`src/rtl/ifid_skid_reg.sv`:
```
// -----------------------------------------------------------------------------
// ifid_skid_reg
//
// Elastic IF/ID pipeline register. Carries a fetched PC and instruction word
// from the fetch stage to the decode stage over a valid/ready handshake.
// A two-entry skid buffer (main + skid slot) sustains one entry per cycle
// while keeping in_ready_o a pure register output. A synchronous flush
// squashes everything held, and a saturating counter records how many valid
// entries were thrown away by flushes.
//
// Ports:
//   clk_i        rising-edge clock
//   rst_n        asynchronous active-low reset
//   flush_i      synchronous squash of all held entries (and same-cycle input)
//   in_valid_i   fetch stage presents an entry
//   in_ready_o   block can accept an entry (registered, = ~skid_v)
//   pc_addr_i    fetched PC
//   pc_instr_i   fetched instruction
//   out_valid_o  decode-side entry valid (= main_v)
//   out_ready_i  decode stage consumes the head entry
//   pc_addr_o    PC of the head entry (holds last loaded value when empty)
//   pc_instr_o   instruction of the head entry, NOP_INSTR when not valid
//   drop_cnt_o   saturating count of valid entries discarded by flush
// -----------------------------------------------------------------------------
module ifid_skid_reg #(
  parameter int unsigned              ADDR_W    = 32,
  parameter int unsigned              INSTR_W   = 32,
  parameter logic [INSTR_W-1:0]       NOP_INSTR = '0,
  parameter int unsigned              CNT_W     = 8
) (
  input  logic               clk_i,
  input  logic               rst_n,
  input  logic               flush_i,
  input  logic               in_valid_i,
  output logic               in_ready_o,
  input  logic [ADDR_W-1:0]  pc_addr_i,
  input  logic [INSTR_W-1:0] pc_instr_i,
  output logic               out_valid_o,
  input  logic               out_ready_i,
  output logic [ADDR_W-1:0]  pc_addr_o,
  output logic [INSTR_W-1:0] pc_instr_o,
  output logic [CNT_W-1:0]   drop_cnt_o
);

  // Counter arithmetic is done two bits wider so a +3 never wraps before
  // the saturation compare.
  localparam int unsigned        SUM_W   = CNT_W + 2;
  localparam logic [SUM_W-1:0]   CNT_MAX = {2'b00, {CNT_W{1'b1}}};

  // ---------------------------------------------------------------------------
  // Storage
  // ---------------------------------------------------------------------------
  logic               main_v;
  logic [ADDR_W-1:0]  main_addr;
  logic [INSTR_W-1:0] main_instr;

  logic               skid_v;
  logic [ADDR_W-1:0]  skid_addr;
  logic [INSTR_W-1:0] skid_instr;

  logic [CNT_W-1:0]   drop_cnt_q;

  // ---------------------------------------------------------------------------
  // Handshake events and slot control
  // ---------------------------------------------------------------------------
  logic in_fire;
  logic out_fire;
  logic main_free;   // main is empty or is being drained this cycle
  logic main_load;   // main captures a new entry this cycle
  logic main_from_skid;
  logic skid_load;   // skid captures the input this cycle

  assign in_fire  = in_valid_i & ~skid_v;
  assign out_fire = main_v & out_ready_i;

  assign main_free      = ~main_v | out_fire;
  assign main_from_skid = skid_v;
  // The skid entry is always older than the input, so it has priority for
  // main. While skid_v=1 the input is blocked, so the "skid just moved and
  // input arrives" case never occurs and the input only reaches skid when
  // main is held.
  assign main_load = ~flush_i & main_free & (skid_v | in_fire);
  assign skid_load = ~flush_i & in_fire & ~main_free;

  // ---------------------------------------------------------------------------
  // Valid flags
  // ---------------------------------------------------------------------------
  // NOTE: sequential state is assigned with non-blocking (<=) so every flop
  // samples the pre-edge values of its neighbours, independent of block order.
  always_ff @(posedge clk_i or negedge rst_n) begin
    if (!rst_n) begin
      main_v <= 1'b0;
      skid_v <= 1'b0;
    end else if (flush_i) begin
      main_v <= 1'b0;
      skid_v <= 1'b0;
    end else if (main_free) begin
      main_v <= skid_v | in_fire;
      skid_v <= 1'b0;
    end else begin
      main_v <= 1'b1;
      skid_v <= skid_v | in_fire;
    end
  end

  // ---------------------------------------------------------------------------
  // Payload registers: loaded only on a move or an accept, otherwise they hold
  // (including after the slot empties), so pc_addr_o keeps its last value.
  // ---------------------------------------------------------------------------
  // NOTE: the payload registers are small flops, not a RAM, and downstream
  // observes pc_addr_o even when invalid, so they take the async reset too.
  always_ff @(posedge clk_i or negedge rst_n) begin
    if (!rst_n) begin
      main_addr  <= '0;
      main_instr <= '0;
    end else if (main_load) begin
      if (main_from_skid) begin
        main_addr  <= skid_addr;
        main_instr <= skid_instr;
      end else begin
        main_addr  <= pc_addr_i;
        main_instr <= pc_instr_i;
      end
    end
  end

  always_ff @(posedge clk_i or negedge rst_n) begin
    if (!rst_n) begin
      skid_addr  <= '0;
      skid_instr <= '0;
    end else if (skid_load) begin
      skid_addr  <= pc_addr_i;
      skid_instr <= pc_instr_i;
    end
  end

  // ---------------------------------------------------------------------------
  // Flush-drop counter
  // ---------------------------------------------------------------------------
  // Entries discarded by a flush: a held main entry not consumed this cycle,
  // a held skid entry, and an input accepted in the same cycle.
  logic [SUM_W-1:0] drop_inc;
  logic [SUM_W-1:0] cnt_sum;

  // NOTE: every signal written in always_comb gets a default first, so no
  // path leaves it unassigned and no latch is inferred.
  always_comb begin
    drop_inc = '0;
    if (flush_i) begin
      drop_inc = {{(SUM_W-1){1'b0}}, main_v & ~out_fire}
               + {{(SUM_W-1){1'b0}}, skid_v}
               + {{(SUM_W-1){1'b0}}, in_fire};
    end
  end

  assign cnt_sum = {2'b00, drop_cnt_q} + drop_inc;

  always_ff @(posedge clk_i or negedge rst_n) begin
    if (!rst_n) begin
      drop_cnt_q <= '0;
    end else if (flush_i) begin
      drop_cnt_q <= (cnt_sum > CNT_MAX) ? CNT_MAX[CNT_W-1:0] : cnt_sum[CNT_W-1:0];
    end
  end

  // ---------------------------------------------------------------------------
  // Outputs
  // ---------------------------------------------------------------------------
  assign in_ready_o  = ~skid_v;
  assign out_valid_o = main_v;
  assign pc_addr_o   = main_addr;
  assign pc_instr_o  = main_v ? main_instr : NOP_INSTR;
  assign drop_cnt_o  = drop_cnt_q;

endmodule

```
`config.mk`:
```
export PLATFORM = sky130hd
export DESIGN_NAME = ifid_skid_reg
export DESIGN_NICKNAME = d
export VERILOG_FILES = /design/src/rtl/ifid_skid_reg.sv
export SDC_FILE = /design/constraint.sdc
export NUM_CORES = 1
export LEC_CHECK = 0
export ABC_AREA = 0
export BUFFER_PORTS_ARGS = -buffer_cell sky130_fd_sc_hd__buf_2
export CAP_MARGIN = 20
export CORE_AREA = 2 2 117 119
export DETAILED_ROUTE_END_ITERATION = 8
export DIE_AREA = 0 0 119 121
export PLACE_DENSITY = 0.75
export SETUP_SLACK_MARGIN = 0.15
export SKIP_LAST_GASP = 1
export SYNTH_ARGS = -nofsm -noshare
export SYNTH_HDL_FRONTEND = slang
export SYNTH_SLANG_ARGS = --single-unit
```
`constraint.sdc`:
```
create_clock -name clk_i -period 2.46 [get_ports clk_i]
set_clock_uncertainty 0.15 [all_clocks]
set_input_delay 0.246 -clock clk_i [delete_from_list [all_inputs] [get_ports clk_i]]
set_output_delay 0.246 -clock clk_i [all_outputs]
set_load 0.02 [all_outputs]
```
==> impl_metrics.env, run 1 <==
export IMPL_track_usage_pct=20.1
export IMPL_synthDistinctLibCells=31
export IMPL_grt_pass1_wl_um=22700
export IMPL_max_slew_margin_pct=61.2
export IMPL_drt_vias_per_instance=5.04
export IMPL_cts_buffers_inserted=17
export IMPL_met2_usage_pct=36.5
export IMPL_rsz0062_at_grt="yes"
export IMPL_worstMarginPinSlew_ps=582
export IMPL_power_internal_mw=5.18
export IMPL_final_cell_area_um2=8590
export IMPL_setup_viol=0
export IMPL_grt_antenna_before_repair=1
export IMPL_firstDrtPassIters=4
export IMPL_layout_cells_non_filler=840
export IMPL_io_pins=143
export IMPL_start_util_pct=48.0
export IMPL_cts_buffer_depth=2
export IMPL_required_ps=2600
export IMPL_place_congestion=0.757
export IMPL_crit_type="register to register"
export IMPL_cts_tree="built"
export IMPL_grt_use_met3_pct=3.67
export IMPL_yosys_warnings=0
export IMPL_grtUsageMet1_pct=23.0
export IMPL_dieHeight_um=121
export IMPL_grt_overflow=0
export IMPL_coreArea_um2=13100
export IMPL_synth_async_reset_ratio_pct=100
export IMPL_routed_via_count=4232
export IMPL_fin_nets=723
export IMPL_power_switching_mw=1.89
export IMPL_status="finished clean"
export IMPL_p_per_area_nw_per_um2=823
export IMPL_wl_um=13800
export IMPL_syn_avg_cell_area_um2=14.4
export IMPL_placed_area_um2=7230
export IMPL_comb_power_share_pct=19.4
export IMPL_worstSetupEndpointType="register"
export IMPL_ys_ff_latch=138
export IMPL_cp_arrival_ps=2500
export IMPL_p_leak_nw=3.92
export IMPL_routedWlPerCell_um=16.5
export IMPL_syn_area_um2=6270
export IMPL_fin_tns_setup_ps=0
export IMPL_yosysSeqAreaShare_pct=55.0
export IMPL_busiest_layer="met2"
export IMPL_final_hold_viol_count=0
export IMPL_drive_gt1_share_pct=49.6
export IMPL_layout_min_cycle_time_ps=2350
export IMPL_start_kind="register"
export IMPL_initialDrtViolationCount=140
export IMPL_place_inst=738
export IMPL_pwr_share_seq_pct=43.5
export IMPL_hpwl_um=8760
export IMPL_synth_edf_count=0
export IMPL_synthFlopType="dfrtp_1"
export IMPL_clkPwrFrac_pct=37.1
export IMPL_drcViolationCount=0
export IMPL_cp_max_fo=7
export IMPL_die_w_um=119
export IMPL_clockRootBuffer="clkbuf_16"
export IMPL_syn_inst=435
export IMPL_drtAntennaViolNets=0
export IMPL_period_share_pct=95.7
export IMPL_postSynthNetCount=508
export IMPL_fmax_mhz=425
export IMPL_hp_class="primary input to register"
export IMPL_cts_htree_levels=4
export IMPL_io_buffers=142
export IMPL_drv_slew=0
export IMPL_row_count=42
export IMPL_first_global_vias=4616
export IMPL_swShare_pct=26.8
export IMPL_cts_sinks=138
export IMPL_grt_start_max_net_pins=63
export IMPL_clk_latency_ps=410
export IMPL_mostFrequentLayoutCell="buf_2"
export IMPL_most_common_layout_cells="buf_2, dfrtp_1, mux2_2"
export IMPL_drv_cap=0
export IMPL_fill_cells=917
export IMPL_area_growth_pct=36.9
export IMPL_die_area_um2=14400
export IMPL_path_clk_slew_ps=60
export IMPL_vdd_drop_max_uv=568
## power by group through the flow
stage	Clock (mW)	Combinational, mW	Sequential (mW)
floorplan	0	0.676	3.19
global placement	0	1.21	3.05
detailed placement	0	1.28	3.09
CTS	2.68	1.37	3.06
global route	2.81	1.49	3.14
finish	2.63	1.37	3.08
## critical path, cell delays in order, from the launching register on
cell and delay [ps]:
dfrtp_2 410, nand2b_4 150, xnor2_2 130, ha_1 270
and2_4 170, ha_4 160, fa_2 350, and4_4 190
nand4_1 160, nand3_1 90
## final cells by class
cell class | instances | area, um^2 | share of cell area, %
Antenna cell | 1 | 2.50 | 0.0291
Clock buffer | 21 | 480 | 5.59
Clock inverter | 11 | 143 | 1.66
Inverter | 2 | 7.51 | 0.0874
Multi-Input combinational cell | 270 | 2760 | 32.2
Sequential cell | 138 | 3460 | 40.2
Tap cell | 176 | 220 | 2.56
Timing Repair Buffer | 221 | 1520 | 17.7
## synthesized netlist by cell type (2+ instances only)
cell type / instances / area share, %
and2_1: 34 / 3.4
nand3_1: 4 / 0.32
dfrtp_1: 138 / 55
nor2_1: 2 / 0.12
nor2b_1: 2 / 0.20
ha_1: 3 / 0.60
mux2i_1: 3 / 0.48
mux2_2: 127 / 23
o21a_1: 2 / 0.24
nand4_1: 2 / 0.20
clkbuf_1: 6 / 0.36
nor3_4: 2 / 0.52
a21oi_1: 3 / 0.24
nor3_1: 2 / 0.16
buf_2: 18 / 1.4
mux2_1: 65 / 12
nand2_1: 6 / 0.36
nand2b_1: 2 / 0.20
inv_1: 2 / 0.12
## path summary, 6_finish.rpt
check | startpoint | to | slack (ps) | cells past startpoint
worst min-delay path | flush_i | out_valid_o | 80 | 2
worst min register to register | main_instr[13] | main_instr[13] | 330 | 1
min in group asynchronous | rst_n | pc_addr_o[27] | 240 | 2
worst max-delay path | main_from_skid | drop_cnt_o[3] | 110 | 9
worst max register to register | main_from_skid | drop_cnt_o[3] | 110 | 9
max in group asynchronous | rst_n | main_instr[15] | 1230 | 3
## cell families after synthesis
family / synth area share, %
flip-flops: 55.0
adder cells (fa/ha/maj): 0.917
XOR/XNOR: 0.279
multiplexers: 34.9
AND/OR/NAND/NOR: 5.82
AO/OA/AOI/OAI: 1.04
buffers and inverters: 1.97
## routing by layer
layer | up-vias | wire [um]
li1 | 1979 | -
met1 | 2140 | 5580
met2 | 87 | 7500
met3 | 26 | 408
met4 | 0 | 337
met5 | - | 0
## per-stage QoR
stage | util [%] | power (mW) | hold WS [ps] | setup WS (ps)
floorplan | - | 3.86 | -200 | 32.9
global placement | 55.3 | 4.26 | 108 | 81.0
detailed placement | 55.3 | 4.37 | 119 | 34.3
CTS | 65.2 | 7.12 | 49.3 | 125
global route | 65.6 | 7.44 | 85.9 | 21.9
finish | 65.6 | 7.07 | 76.6 | 107
## flip-flops by register name (all words and copies together), names as in the netlist
name and cells:
drop_cnt_o 8, main_from_skid 1, main_instr 32, out_valid_o 1, pc_addr_o 32, skid_addr 32, skid_instr 32
## timing repair
item | 4_1_cts | 5_1_grt
setup endpoints to repair | 44 | 72
hold endpoints to repair | 123 | 0
pin swaps | 2 | 3
setup buffers | 3 | 1
resized for setup | 4 | 6
hold buffers | 65 | 0
Power figures use the tool's default switching activity.
==> run 2: changes to the inputs <==
--- a/config.mk
+++ b/config.mk
@@ -12,6 +12,7 @@
 export DETAILED_ROUTE_END_ITERATION = 8
 export DIE_AREA = 0 0 119 121
 export PLACE_DENSITY = 0.75
+export REMOVE_ABC_BUFFERS = 1
 export SETUP_SLACK_MARGIN = 0.15
 export SKIP_LAST_GASP = 1
 export SYNTH_ARGS = -nofsm -noshare
==> run 2 against run 1 <==
Against the previous run: global-route usage is 0.27 points lower; non-clock buffer count grew 3; first-iteration DRC count rose by 37%; highest routed layer unchanged.
==> impl_metrics.env, run 2 (synthesized netlist as in run 1, its figures left out) <==
export IMPL_status="finished clean"
export IMPL_drt_vias_per_instance=5.03
export IMPL_firstDrtPassIters=4
export IMPL_cp_arrival_ps=2530
export IMPL_row_count=42
export IMPL_worstSetupEndpointType="register"
export IMPL_hpwl_um=8430
export IMPL_comb_power_share_pct=19.5
export IMPL_drtAntennaViolNets=0
export IMPL_wl_um=13400
export IMPL_fmax_mhz=419
export IMPL_power_switching_mw=1.89
export IMPL_rsz0062_at_grt="yes"
export IMPL_top_layer_used="met4"
export IMPL_required_ps=2600
export IMPL_grt_pass1_wl_um=22600
export IMPL_grt_start_max_net_pins=64
export IMPL_fin_tns_setup_ps=0
export IMPL_rr_startpoint="main_from_skid"
export IMPL_clkPwrFrac_pct=36.5
export IMPL_dpl_worst_slack_ps=-81.8
export IMPL_drive_gt1_share_pct=49.4
export IMPL_io_pins=143
export IMPL_wl_met1_um=5430
export IMPL_cp_max_fo=7
export IMPL_drv_cap=0
export IMPL_most_common_layout_cells="buf_2, dfrtp_1, mux2_2"
export IMPL_max_slew_margin_pct=66.3
export IMPL_power_internal_mw=5.08
export IMPL_cp_cell_sequence="nand2b_4 > xnor2_2 > ha_1 > and2_4 > ha_4 > fa_2 > and4_4 > nand4_1 > nand3_1"
export IMPL_drcViolationCount=0
export IMPL_initialDrtViolationCount=192
export IMPL_finalWorstSetupSlack_ps=75.4
export IMPL_num_antenna_cells=0
export IMPL_mostFrequentLayoutCell="buf_2"
export IMPL_clk_latency_ps=420
export IMPL_dieHeight_um=121
export IMPL_wl_met2_um=7120
export IMPL_multi_input_area_um2=2740
export IMPL_route_met3_wl_um=611
export IMPL_routed_via_count=4238
export IMPL_path_clk_slew_ps=60
export IMPL_crit_type="register to register"
export IMPL_p_leak_nw=3.93
export IMPL_vdd_drop_max_uv=559
export IMPL_cts_buffer_depth=2
export IMPL_max_stage_delay_ps=410
export IMPL_final_hold_viol_count=0
export IMPL_die_area_um2=14400
export IMPL_grt_overflow=0
export IMPL_grt_antenna_before_repair=0
export IMPL_cts_tree="built"
export IMPL_timing_rr_end="drop_cnt_o[3]"
export IMPL_swShare_pct=27.1
export IMPL_cts_sinks=138
export IMPL_clockRootBuffer="clkbuf_16"
export IMPL_start_kind="register"
export IMPL_cp_slowest_cell="dfrtp_2"
export IMPL_hp_class="primary input to register"
export IMPL_period_share_pct=96.9
export IMPL_start_util_pct=48.0
export IMPL_place_congestion=0.735
export IMPL_fin_nets=726
export IMPL_setup_viol=0
export IMPL_p_per_area_nw_per_um2=811
export IMPL_register_area_um2=3450
export IMPL_startpoint="main_from_skid"
export IMPL_pwr_share_seq_pct=44.0
export IMPL_drv_slew=0
export IMPL_hold_slack_ps=74.3
export IMPL_cts_htree_levels=4
export IMPL_hold_depth=2
export IMPL_io_buffers=142
export IMPL_layout_min_cycle_time_ps=2380
export IMPL_r2r_slack_ps=80
export IMPL_first_global_vias=4712
export IMPL_fill_cells=962
export IMPL_worstMarginPinSlew_ps=505
export IMPL_track_usage_pct=19.9
export IMPL_die_w_um=119
export IMPL_crit_end="drop_cnt_o[3]"
export IMPL_cts_buffers_inserted=17
export IMPL_r2r_cells=9
export IMPL_area_growth_pct=36.9
export IMPL_power_total_mw=6.97
export IMPL_coreArea_um2=13100
export IMPL_routedWlPerCell_um=15.9
## run 2: layout make-up
| class | instances | area share, % |
|---|---|---|
| Multi-Input combinational cell | 270 | 31.9 |
| Clock buffer | 21 | 5.59 |
| Timing Repair Buffer | 224 | 18.2 |
| Sequential cell | 138 | 40.2 |
| Clock inverter | 11 | 1.38 |
| Inverter | 2 | 0.0874 |
| Tap cell | 176 | 2.56 |
## run 2: routing by layer
| layer | up-vias | global-route usage, % |
|---|---|---|
| met1 | 2142 | 22.4 |
| met2 | 92 | 35.6 |
| met5 | - | 0 |
| met4 | 0 | 7.81 |
| li1 | 1985 | - |
| met3 | 19 | 5.50 |
## run 2: power by group through the flow
stage                     sequential (mW)  combinational, mW  clock [mW]
after CTS                            3.06               1.36        2.59
after global routing                 3.14               1.49        2.70
after floorplan                      3.20              0.642           0
final                                3.06               1.36        2.55
after global placement               3.05               1.21           0
after detailed placement             3.09               1.27           0
## run 2: how the worst min path moves through the flow
stage                 start             end  slack (ps)
floorplan             rst_n   drop_cnt_o[0]        -200
global route        flush_i  main_from_skid         100
finish              flush_i     out_valid_o          70
CTS                 flush_i     out_valid_o          50
detailed placement    rst_n    pc_addr_o[6]          80
global placement      rst_n    pc_addr_o[6]          70
## run 2: per-stage QoR
stage	area, um^2	utilization [%]	instances
floorplan	6160	-	410
global placement	7260	55.5	741
detailed placement	7260	55.5	741
CTS	8540	65.2	839
global route	8590	65.7	842
finish	8590	65.7	842
## run 2: what timing repair did
action                                  in CTS  in global routing
endpoints found under the setup margin       8                 72
hold buffers                                65                  0
buffers inserted                             1                  3
resized for setup                            7                  6
hold endpoints to repair                   115                  0
pin swaps                                    6                  6
## run 2: worst max-delay path: cells and delay by family, from the launching register on
kind	cells	cell delay, ps
AND/OR/NAND/NOR	5	780
XOR/XNOR	1	130
adder cells (fa/ha/maj)	3	790
flip-flops	1	410
